$ cat src/rtl/tpu_pkg.sv
// Shared definitions for the TPU run controller: sequencer state encoding and
// the default result latency through the systolic array and result-sync skew.
package tpu_pkg;

    localparam int MATRIX_SIZE        = 8;
    localparam int DEFAULT_RESULT_LAT = 2 * MATRIX_SIZE + 2;

    typedef enum logic [2:0] {
        IDLE   = 3'd0,
        WAIT_W = 3'd1,
        LOAD   = 3'd2,
        LATCH  = 3'd3,
        STREAM = 3'd4,
        DRAIN  = 3'd5,
        DONE   = 3'd6
    } state_t;

endpackage

$ cat src/rtl/valid_delay_line.sv
// DEPTH-deep 1-bit shift register that follows each streamed address to the
// point where its aligned result row leaves the result-sync stage.
module valid_delay_line #(
    parameter int DEPTH = 18
) (
    input  logic clk,
    input  logic rstn,
    input  logic valid_i,
    output logic valid_o,
    output logic any_valid_o
);

    logic [DEPTH-1:0] shift_q;
    logic [DEPTH-1:0] shift_d;

    generate
        if (DEPTH == 1) begin : g_single
            assign shift_d = valid_i;
        end else begin : g_multi
            assign shift_d = {shift_q[DEPTH-2:0], valid_i};
        end
    endgenerate

    always_ff @(posedge clk) begin
        if (!rstn) begin
            shift_q <= '0;
        end else begin
            shift_q <= shift_d;
        end
    end

    assign valid_o = shift_q[DEPTH-1];

    // Looks at the post-shift contents so the drain can finish exactly on the
    // cycle after the last result row has been presented.
    assign any_valid_o = |shift_d;

endmodule

$ cat src/rtl/tpu_sequencer.sv
// Run controller: waits for a weight tile, reloads the array, streams a
// contiguous UB address range, then waits for the results to drain out.
module tpu_sequencer
    import tpu_pkg::*;
#(
    parameter int ADDRESSSIZE = 10,
    parameter int RESULT_LAT  = DEFAULT_RESULT_LAT
) (
    input  logic                   clk,
    input  logic                   rstn,
    input  logic                   start,
    input  logic [ADDRESSSIZE-1:0] base_addr,
    input  logic [ADDRESSSIZE:0]   num_rows,
    input  logic                   fifo_empty,
    output logic                   busy,
    output logic                   fifo_read_enable,
    output logic                   we_rl,
    output logic [ADDRESSSIZE-1:0] sram_address,
    output logic                   valid_address,
    output logic                   addr_ctrl_en,
    output logic                   result_valid,
    output logic                   end_
);

    state_t                 state_q;
    logic [ADDRESSSIZE-1:0] base_q;
    logic [ADDRESSSIZE:0]   num_q;
    logic [ADDRESSSIZE:0]   row_q;
    logic [ADDRESSSIZE-1:0] addr_q;
    logic                   busy_q;
    logic                   pop_q;
    logic                   reload_q;
    logic                   valid_q;
    logic                   end_q;
    logic                   drain_pending;

    valid_delay_line #(
        .DEPTH(RESULT_LAT)
    ) u_valid_delay (
        .clk        (clk),
        .rstn       (rstn),
        .valid_i    (valid_q),
        .valid_o    (result_valid),
        .any_valid_o(drain_pending)
    );

    // Every output is a register written on the transition into the state
    // that owns it, so nothing combinational reaches the pins from inputs.
    // row_q always holds the index of the next row to issue.
    always_ff @(posedge clk) begin
        if (!rstn) begin
            state_q  <= IDLE;
            base_q   <= '0;
            num_q    <= '0;
            row_q    <= '0;
            addr_q   <= '0;
            busy_q   <= 1'b0;
            pop_q    <= 1'b0;
            reload_q <= 1'b0;
            valid_q  <= 1'b0;
            end_q    <= 1'b0;
        end else begin
            pop_q    <= 1'b0;
            reload_q <= 1'b0;
            end_q    <= 1'b0;
            case (state_q)
                IDLE: begin
                    if (start) begin
                        base_q  <= base_addr;
                        num_q   <= num_rows;
                        busy_q  <= 1'b1;
                        state_q <= WAIT_W;
                    end
                end
                WAIT_W: begin
                    if (!fifo_empty) begin
                        pop_q   <= 1'b1;
                        state_q <= LOAD;
                    end
                end
                LOAD: begin
                    reload_q <= 1'b1;
                    state_q  <= LATCH;
                end
                LATCH: begin
                    if (num_q == '0) begin
                        end_q   <= 1'b1;
                        state_q <= DONE;
                    end else begin
                        addr_q  <= base_q;
                        row_q   <= {{ADDRESSSIZE{1'b0}}, 1'b1};
                        valid_q <= 1'b1;
                        state_q <= STREAM;
                    end
                end
                STREAM: begin
                    if (row_q == num_q) begin
                        valid_q <= 1'b0;
                        state_q <= DRAIN;
                    end else begin
                        // Carry out of the adder is dropped so the range wraps to row 0.
                        addr_q <= base_q + row_q[ADDRESSSIZE-1:0];
                        row_q  <= row_q + 1'b1;
                    end
                end
                DRAIN: begin
                    if (!drain_pending) begin
                        end_q   <= 1'b1;
                        state_q <= DONE;
                    end
                end
                DONE: begin
                    busy_q  <= 1'b0;
                    state_q <= IDLE;
                end
                default: begin
                    busy_q  <= 1'b0;
                    valid_q <= 1'b0;
                    state_q <= IDLE;
                end
            endcase
        end
    end

    assign busy             = busy_q;
    assign fifo_read_enable = pop_q;
    assign we_rl            = reload_q;
    assign sram_address     = addr_q;
    assign valid_address    = valid_q;
    assign addr_ctrl_en     = valid_q;
    assign end_             = end_q;

endmodule

$ cat config.mk
export PLATFORM = sky130hd
export DESIGN_NAME = tpu_sequencer
export DESIGN_NICKNAME = d
export VERILOG_FILES = /design/src/rtl/tpu_pkg.sv /design/src/rtl/valid_delay_line.sv /design/src/rtl/tpu_sequencer.sv
export SDC_FILE = /design/constraint.sdc
export NUM_CORES = 1
export LEC_CHECK = 0
export ABC_CLOCK_PERIOD_IN_PS = 2980
export CAP_MARGIN = 25
export CORE_MARGIN = 2
export CORE_UTILIZATION = 55
export DETAILED_ROUTE_END_ITERATION = 16
export PLACE_DENSITY = 0.88
export SETUP_SLACK_MARGIN = 0.4
export SYNTH_ARGS = -nofsm -noshare
export SYNTH_HDL_FRONTEND = slang
export SYNTH_SLANG_ARGS = --single-unit
$ cat constraint.sdc
create_clock -name clk -period 2.98 [get_ports clk]
set_input_delay 0.596 -clock clk [delete_from_list [all_inputs] [get_ports clk]]
set_output_delay 0.596 -clock clk [all_outputs]
set_load 0.05 [all_outputs]
==> metrics.cfg <==
[placement]
port_buffers = 41
preCtsSetupSlack_ps = 685
dp_hpwl_um = 5140
place_congestion = 0.927

[grt]
grt_usage_pct = 23.9
grt_remaining_overflow = 0
first_global_vias = 2458
antenna_found_initial = 0
grt_pass1_wl_um = 11700
grt_max_degree = 27

[floorplanning]
io-pin-count = 42
start_util_pct = 57.4
fp-row-count = 27
die-area_mm2 = 0.00640
die_y_um = 80.0
die_width_um = 80.0
core_mm2 = 0.00554

[min_path]
hold_path_depth = 1
whs_endpoint = u_valid_delay.shift_q[2]
hold_class = flip-flop to flip-flop
hp-start = u_valid_delay.shift_q[1]

[cts]
clock_latency_ps = 350
cts_tree = built
cts_made_buffers = 9
cts_max_level = 3
cts-hold-fix-buffers = 0
cts_setup_buffers = 0
clk_pin_slew_ps = 70
cts_root_buffer = clkbuf_8
cts_resized = 0
cts_buffer_depth = 2
clock-sinks = 68

[route]
remaining_drc_errors = 0
wl_per_cell_um = 15.2
postRouteAntennaNets = 0
via_per_inst = 5.71
drt-initial-drc-count = 217
drt-total-wl_um = 7250
num_vias = 2717
firstDrtPassIters = 5

[setup_path]
worstSetupPathType = flip-flop to flip-flop
r2r_slack_ps = 630
worstPathArrival_ps = 2630
max_stage_delay_ps = 450
end_kind = flip-flop
crit_family = compound AO/OA/AOI/OAI gates
crit_path_start_kind = flip-flop
slowest_stage = fa_1
reg2reg_to = sram_address[8]
rr_startpoint = row_q[0]
r2r_cells = 8
worst-path-buf-inv = 0
cp_max_fo = 7
crit_path_cell_trace = ha_1 > fa_1 > a211oi_1 > o21bai_1 > a221oi_1 > xnor2_1 > nand2_1 > a31oi_1
crit_start = row_q[0]
required_ps = 3260

[timing]
rsz0062_at_grt = no
period_needed_ps = 2350
hold_violations = 0
slew_headroom_pct = 54.2
fin_crit_sh_pct = 78.8
drv_slew = 0
fin_skew_ps = 7.42
max_freq_mhz = 426
setup_tns_ps = 0
setup_viol = 0
worst_slew_pin_slew_ps = 687
layout_setup_ws_ps = 632

[layout]
n_fill_cell = 446
n_antenna_cell = 0
final_nets = 436
syn_to_final_growth_pct = 19.2
drive_gt1_share_pct = 7.67

[synthesis]
synthTopCellsByCount = nand2_1 (72), dfxtp_1 (68), a21oi_1 (28)
yosysTopAreaCell = dfxtp_1
syn_nets = 398
synth_area_per_cell_um2 = 8.78
synth_ff_type = dfxtp_1
synth-edff-count = 0
syn_inst = 362
synth_most_common_cell = nand2_1
synth_cell_type_count = 51
synth_top_area_share_pct = 42.8
ys_ff_latch = 68
syn_area_mm2 = 0.00318
synth_area_leaders = dfxtp_1 (43%), nand2_1 (8.5%), xnor2_1 (6.3%)
ys_async_sr_fraction_pct = 0
synth_warnings = 0
yosysSeqAreaShare_pct = 42.8

[job]
cap_violations = 0

[power_and_ir_drop]
ir_drop_mv = 0.368
cellLeakagePower_uw = 0.00142
power_density_mw_per_mm2 = 509

[outcome]
status = completed

[worst reg2reg max path: stages, from the launching register on]
cell and delay (ps):
dfxtp_1 380, ha_1 250, fa_1 450, a211oi_1 340
o21bai_1 150, a221oi_1 310, xnor2_1 160, nand2_1 70
a31oi_1 170
[routing by layer]
metal / track usage (%) / vias to the layer above / routed length, µm
met1: 30.0 / 1269 / 3240
met3: 7.47 / 16 / 467
li1: - / 1341 / -
met4: 7.46 / 0 / 110
met5: 0 / - / 0
met2: 39.3 / 91 / 3440
[flip-flops by register name (all words and copies together), names as in the netlist]
register,count
addr_ctrl_en,1
base_q,10
busy,1
end_,1
fifo_read_enable,1
num_q,11
row_q,11
sram_address,10
state_q,3
u_valid_delay.shift_q,18
we_rl,1
[placed cells by master, fill, tap and decap left out, drive strengths merged, types with 6 or more instances in the layout]
master,instances
xnor2,23
and2,19
nor4,6
nor2,20
clkbuf,9
dfxtp,68
o21ai,11
nand2,72
ha,10
a21oi,29
clkdlybuf4s50,41
[metrics by stage]
step / hold slack [ps] / area [µm²] / total power (µW) / instances / utilization, %
floorplan: 420 / 3180 / 1190 / 362 / -
global placement: 429 / 3620 / 1280 / 461 / 65.4
detailed placement: 434 / 3620 / 1290 / 461 / 65.4
CTS: 460 / 3790 / 1930 / 476 / 68.4
global route: 477 / 3790 / 2010 / 476 / 68.4
finish: 454 / 3790 / 1930 / 476 / 68.4
[where the power goes]
group,switching [µW],internal (µW),leakage [µW]
sequential,40.2,945,0.000552
clock,362,296,0.0000811
combinational,164,119,0.000786
[logic make-up after synthesis]
kind of cell    synth area share, %
compound gates                 17.9
xor+xnor                       6.34
fa+ha+maj                      4.57
buf+inv                        3.78
flops                          42.8
mux                            1.57
simple gates                   23.0
[layout make-up]
class | instances | area [µm²] | share of cell area [%]
repair buffers | 46 | 448 | 11.8
clock buffers | 9 | 124 | 3.27
inverters | 5 | 18.8 | 0.495
well taps | 72 | 90.1 | 2.38
flip-flops and latches | 68 | 1360 | 35.9
clock inverters | 6 | 42.5 | 1.12
multi-input cells | 270 | 1700 | 45.0
[worst max path at each step]
| stage | to | slack (ps) | depth (start not counted) |
|---|---|---|---|
| after floorplan | sram_address[8] | 880 | 8 |
| after global routing | sram_address[8] | 500 | 8 |
| final | sram_address[8] | 630 | 8 |
| after detailed placement | sram_address[8] | 680 | 8 |
| after global placement | sram_address[8] | 760 | 8 |
| after CTS | sram_address[8] | 640 | 8 |
Power figures use the tool's default switching activity.
